$ cat src/rtl/popcount_pkg.sv
// Shared constants and types for the popcount pipeline.
// The frame accumulator honours the optional POPCOUNT_ACC_SAT_EN build macro.
package popcount_pkg;

    localparam int DATA_W = 10;
    localparam int POS_W  = 4;

    typedef enum logic {
        ACC_ACCUM,
        ACC_HOLD
    } acc_state_t;

endpackage

$ cat src/rtl/popcount_acc_add.sv
// Frame-total adder: zero-extends the beat value and adds one carry bit of headroom.
// With POPCOUNT_ACC_SAT_EN the result clamps at all-ones and flags the clamp.
module popcount_acc_add
    import popcount_pkg::*;
#(
    parameter int ACC_W = 12
) (
    input  logic [ACC_W-1:0] acc,
    input  logic [POS_W-1:0] add,
    output logic [ACC_W-1:0] sum,
    output logic             sat_hit
);

`ifdef POPCOUNT_ACC_SAT_EN
    localparam int WIDE_W = ACC_W + 1;

    logic [ACC_W:0] wide;

    assign wide    = {1'b0, acc} + WIDE_W'(add);
    assign sat_hit = wide[ACC_W];
    assign sum     = wide[ACC_W] ? '1 : wide[ACC_W-1:0];
`else
    // The carry out is simply dropped, which is the mod 2^ACC_W wrap.
    assign sum     = acc + ACC_W'(add);
    assign sat_hit = 1'b0;
`endif

endmodule

$ cat src/rtl/popcount_frame_acc.sv
// Frame accumulator behind the popcount stage: sums beats up to in_last or MAX_BEATS.
// Optional total saturation is enabled with the POPCOUNT_ACC_SAT_EN macro.
module popcount_frame_acc
    import popcount_pkg::*;
#(
    parameter int ACC_W     = 12,
    parameter int CNT_W     = 8,
    parameter int MAX_BEATS = 255
) (
    input  logic             clk,
    input  logic             rst,
    input  logic [POS_W-1:0] in_sum,
    input  logic             in_valid,
    input  logic             in_last,
    output logic             in_ready,
    output logic [ACC_W-1:0] out_total,
    output logic [CNT_W-1:0] out_count,
    output logic             out_range_err,
    output logic             out_trunc,
    output logic             out_sat,
    output logic             out_valid,
    input  logic             out_ready
);

    localparam logic [POS_W-1:0] SUM_MAX  = POS_W'(DATA_W);
    localparam logic [CNT_W-1:0] CNT_LAST = CNT_W'(MAX_BEATS);

    acc_state_t state_q;
    acc_state_t state_d;

    logic [ACC_W-1:0] acc_q;
    logic [ACC_W-1:0] acc_sum;
    logic [CNT_W-1:0] cnt_q;
    logic [CNT_W-1:0] cnt_inc;
    logic             rerr_q;
    logic             sat_q;
    logic             sat_hit;
    logic             beat;
    logic             close;
    logic             beat_rerr;

    popcount_acc_add #(
        .ACC_W(ACC_W)
    ) u_add (
        .acc    (acc_q),
        .add    (in_sum),
        .sum    (acc_sum),
        .sat_hit(sat_hit)
    );

    assign beat      = in_valid && in_ready;
    assign cnt_inc   = cnt_q + 1'b1;
    assign close     = beat && (in_last || cnt_inc == CNT_LAST);
    assign beat_rerr = in_sum > SUM_MAX;

    always_comb begin
        state_d   = state_q;
        in_ready  = 1'b0;
        out_valid = 1'b0;
        unique case (state_q)
            ACC_ACCUM: begin
                in_ready = 1'b1;
                if (close) begin
                    state_d = ACC_HOLD;
                end
            end
            ACC_HOLD: begin
                out_valid = 1'b1;
                if (out_ready) begin
                    state_d = ACC_ACCUM;
                end
            end
            default: state_d = ACC_ACCUM;
        endcase
    end

    always_ff @(posedge clk) begin
        if (rst) begin
            state_q       <= ACC_ACCUM;
            acc_q         <= '0;
            cnt_q         <= '0;
            rerr_q        <= 1'b0;
            sat_q         <= 1'b0;
            out_total     <= '0;
            out_count     <= '0;
            out_range_err <= 1'b0;
            out_trunc     <= 1'b0;
            out_sat       <= 1'b0;
        end else begin
            state_q <= state_d;
            // Output registers load only on close, so they hold through HOLD.
            if (close) begin
                out_total     <= acc_sum;
                out_count     <= cnt_inc;
                out_range_err <= rerr_q | beat_rerr;
                out_trunc     <= !in_last;
                out_sat       <= sat_q | sat_hit;
                acc_q         <= '0;
                cnt_q         <= '0;
                rerr_q        <= 1'b0;
                sat_q         <= 1'b0;
            end else if (beat) begin
                acc_q  <= acc_sum;
                cnt_q  <= cnt_inc;
                rerr_q <= rerr_q | beat_rerr;
                sat_q  <= sat_q | sat_hit;
            end
        end
    end

endmodule

$ cat config.mk
export PLATFORM = sky130hd
export DESIGN_NAME = popcount_frame_acc
export DESIGN_NICKNAME = d
export VERILOG_FILES = /design/src/rtl/popcount_pkg.sv /design/src/rtl/popcount_acc_add.sv /design/src/rtl/popcount_frame_acc.sv
export SDC_FILE = /design/constraint.sdc
export NUM_CORES = 1
export LEC_CHECK = 0
export BUFFER_PORTS_ARGS = -buffer_cell sky130_fd_sc_hd__buf_4
export CAP_MARGIN = 30
export CORE_ASPECT_RATIO = 1.2
export CORE_UTILIZATION = 55
export DETAILED_ROUTE_END_ITERATION = 7
export PLACE_DENSITY = 0.77
export SLEW_MARGIN = 20
export SYNTH_ARGS = -nofsm -noshare
export SYNTH_HDL_FRONTEND = slang
export SYNTH_HIERARCHICAL = 1
export SYNTH_SLANG_ARGS = --single-unit
$ cat constraint.sdc
create_clock -name clk -period 5.45 [get_ports clk]
set_clock_uncertainty 0.05 [all_clocks]
set_input_delay 0.8175 -clock clk [delete_from_list [all_inputs] [get_ports clk]]
set_output_delay 0.8175 -clock clk [all_outputs]
set_load 0.02 [all_outputs]
==> qor.txt <==
Outcome -> finished, final reports clean
Asr flop ratio synth -> 0%
DIE WIDTH -> 60.32 um
Largest family of logic cells by synthesized area -> simple AND/OR/NAND/NOR gates
# Post-CTS Setup Buffers -> 0
Routed wire length -> 4060 um
Detailed Place HPWL -> 2819 um
Grt met2 use -> 37.48%
Crit Path Category -> input port to flip-flop
CTS sink count -> 46
VDD IR max -> 0.1366 mV
GRT met3 Usage -> 3.743%
Mux share of post-synthesis cell area -> 7.246%
Vias per std cell -> 5.086
Grt met1 use -> 25.70%
All-Layer GR Usage -> 21.86%
Std-Cell Rows -> 25
Routed len/inst -> 12.05 um
Gr busiest metal -> met2
Max Cap Viol -> 0
Ranking of synthesized cells by area -> dfxtp_1 (41%), nand2b_1 (8.1%), mux2i_1 (6.2%)
Worst hold stages -> 2
R2R Setup Slk -> 2920 ps
# IOs -> 34
Total number of vias -> 1714
Post-synthesis adder-cell area fraction -> 4.236%
Final setup fails -> 0
EDFF count, synth -> 0
Drt first pass iters -> 4
Post-synthesis cell type count -> 37
Layout cell share with drive strength beyond 1 -> 18.02%
Filler cell count -> 343
Hold path start -> acc_q[3]
Crit path max-delay cell type -> or4_4
Reg-to-reg startpoint -> state_q
Worst R2R Path Depth -> 4
Initial antenna violation count -> 0
Vias in the first global route -> 1727
Global-route wire length before repair -> 7279 um
Mapped Nets -> 270
DRC Markers -> 0
Clk_lat worst skew -> 300 ps
Root Driver -> clkbuf_8
Post-synth top area cell -> dfxtp_1
Overall power -> 643.9 uW
TritonCTS Buffers -> 5
Worst EP required -> 5590 ps
Port Buffers -> 33
Placer Congestion -> 0.8020
Compound-cell area share of the yosys netlist -> 11.09%
Leakage power -> 0.001076 uW
Setup TNS -> 0 ps
Post-route antenna net violation count -> 0
Largest net degree at the start of global routing -> 41
Top FF cell, synth -> dfxtp_1
Hold Buf Count CTS -> 0
Die area -> 0.004341 mm2
Fin. Hold Viols -> 0
Slew margin rel. -> 53.03%
Post-Synth XOR/XNOR Area -> 8.584%
H-Tree Level Count -> 2
Sequential-to-total area share from yosys stat -> 41.03%
Post-Synth Simple-Gate Area -> 22.52%
Seq cells post-synth -> 46
Die height -> 71.98 um
Final worst-path cycle share -> 49.25%
Core Area -> 0.003910 mm2
Fmax -> 372.5 MHz
Yosys top cell area share -> 41.03%
Crit path from -> in_valid
Commonest cells in the netlist -> dfxtp_1 (46), nand2_1 (36), nand2b_1 (29)
First DRT Iteration DRCs -> 42
Core Util, Final -> 66.30%
Worst hold endpoint -> acc_q[3]
Synth Warn # -> 6
Kind of end point of the critical path -> flip-flop
Bufs on Longest Clock Path -> 2
Pre-CTS WS -> 2458 ps
CP startpoint kind -> input port
Worst path cell trace -> buf_4 -> nand2b_1 -> or4_4 -> o32a_4 -> mux2_2
Worst-path clk slew -> 90 ps
Final worst setup slack -> 2766 ps
Synth Instances -> 254
CP max stage delay -> 690 ps
Most frequent cell after synthesis -> dfxtp_1
Fin nets -> 299
Syn Area/Cell -> 8.837 um2
RSZ-0062 raised after global routing -> false
Post-CTS Resized -> 0
# diodes -> 0
Slew of the pin with the lowest slew margin -> 704.6 ps
Synth-to-layout area growth -> 15.50%
Power density over the cells -> 248.4 mW/mm2
GRT Residual Overflow -> 0
CTS tree -> yes
Final Hold Slack -> 417.8 ps
Initial Utilization -> 57.41%
Netlist Area Pre-Place -> 0.002245 mm2
Worst hold path type -> flip-flop to flip-flop
R2r endpoint -> out_count[1]
Worst-path maximum fanout -> 22
Final slew viol count -> 0
WP data arrival -> 2820 ps
Fin crit period -> 2684 ps
-- critical path: cells and delay by family --
| family | cells | cell delay (ps) |
|---|---|---|
| compound gates | 1 | 520 |
| buf+inv | 1 | 90 |
| mux | 1 | 320 |
| simple gates | 2 | 1060 |
-- worst max-delay path by stage --
stage                         endpoint
final                     out_count[1]
after global routing      out_count[1]
after CTS                 out_count[1]
after detailed placement  out_count[1]
after global placement    out_count[1]
after floorplan           out_count[4]
-- where the power goes --
group          internal (uW)  total [uW]  leakage, uW  switching [uW]
Sequential               348         355     0.000374            7.55
Combinational           40.5        93.7     0.000659            53.2
Clock                   86.2         195    0.0000438             109
Total                    475         644      0.00108             169
-- per-stage QoR --
step / cell area, um2 / instances
finish: 2592 / 337
global route: 2592 / 337
CTS: 2592 / 337
detailed placement: 2514 / 330
global placement: 2514 / 330
floorplan: 2245 / 254
-- cell families after synthesis --
family          Yosys count
simple gates            101
flops                    46
compound gates           35
buf+inv                  26
xor+xnor                 22
mux                      16
fa+ha+maj                 7
other cells               1
-- placed cells by master (no fill, tap or decap), drive strengths merged, types with 3 or more instances in the layout --
cell type | synthesis | layout
nor2 | 18 | 18
buf | 5 | 35
nor2b | 5 | 5
xnor2 | 14 | 14
nand3 | 3 | 3
and3 | 4 | 4
nand2 | 36 | 36
xor2 | 8 | 8
mux2i | 14 | 14
nand2b | 29 | 29
a221oi | 6 | 6
a21oi | 18 | 18
o21bai | 3 | 3
dfxtp | 46 | 46
clkbuf | 8 | 5
ha | 6 | 6
inv | 13 | 13
-- sequential cells by signal (all words and copies together) (netlist names) --
signal	cells
state_q	1
out_trunc	1
out_sat	1
out_count	8
acc_q	12
cnt_q	8
out_total	12
out_range_err	1
sat_q	1
rerr_q	1
-- per-layer routing --
layer / vias up / wire length (um)
met5: - / 0
met4: 0 / 75
met3: 7 / 89
met2: 21 / 2003
met1: 791 / 1892
li1: 895 / -
-- layout make-up --
class                   instances  area, um2  area share, %
inverters                      13      48.80          1.882
clock buffers                   5      68.82          2.654
well taps                      54      67.56          2.606
clock inverters                 2      10.01         0.3861
flip-flops and latches         46      920.9          35.52
multi-input cells             182       1214          46.81
repair buffers                 35      262.8          10.14
No activity file was read; power rests on OpenSTA's default activity.
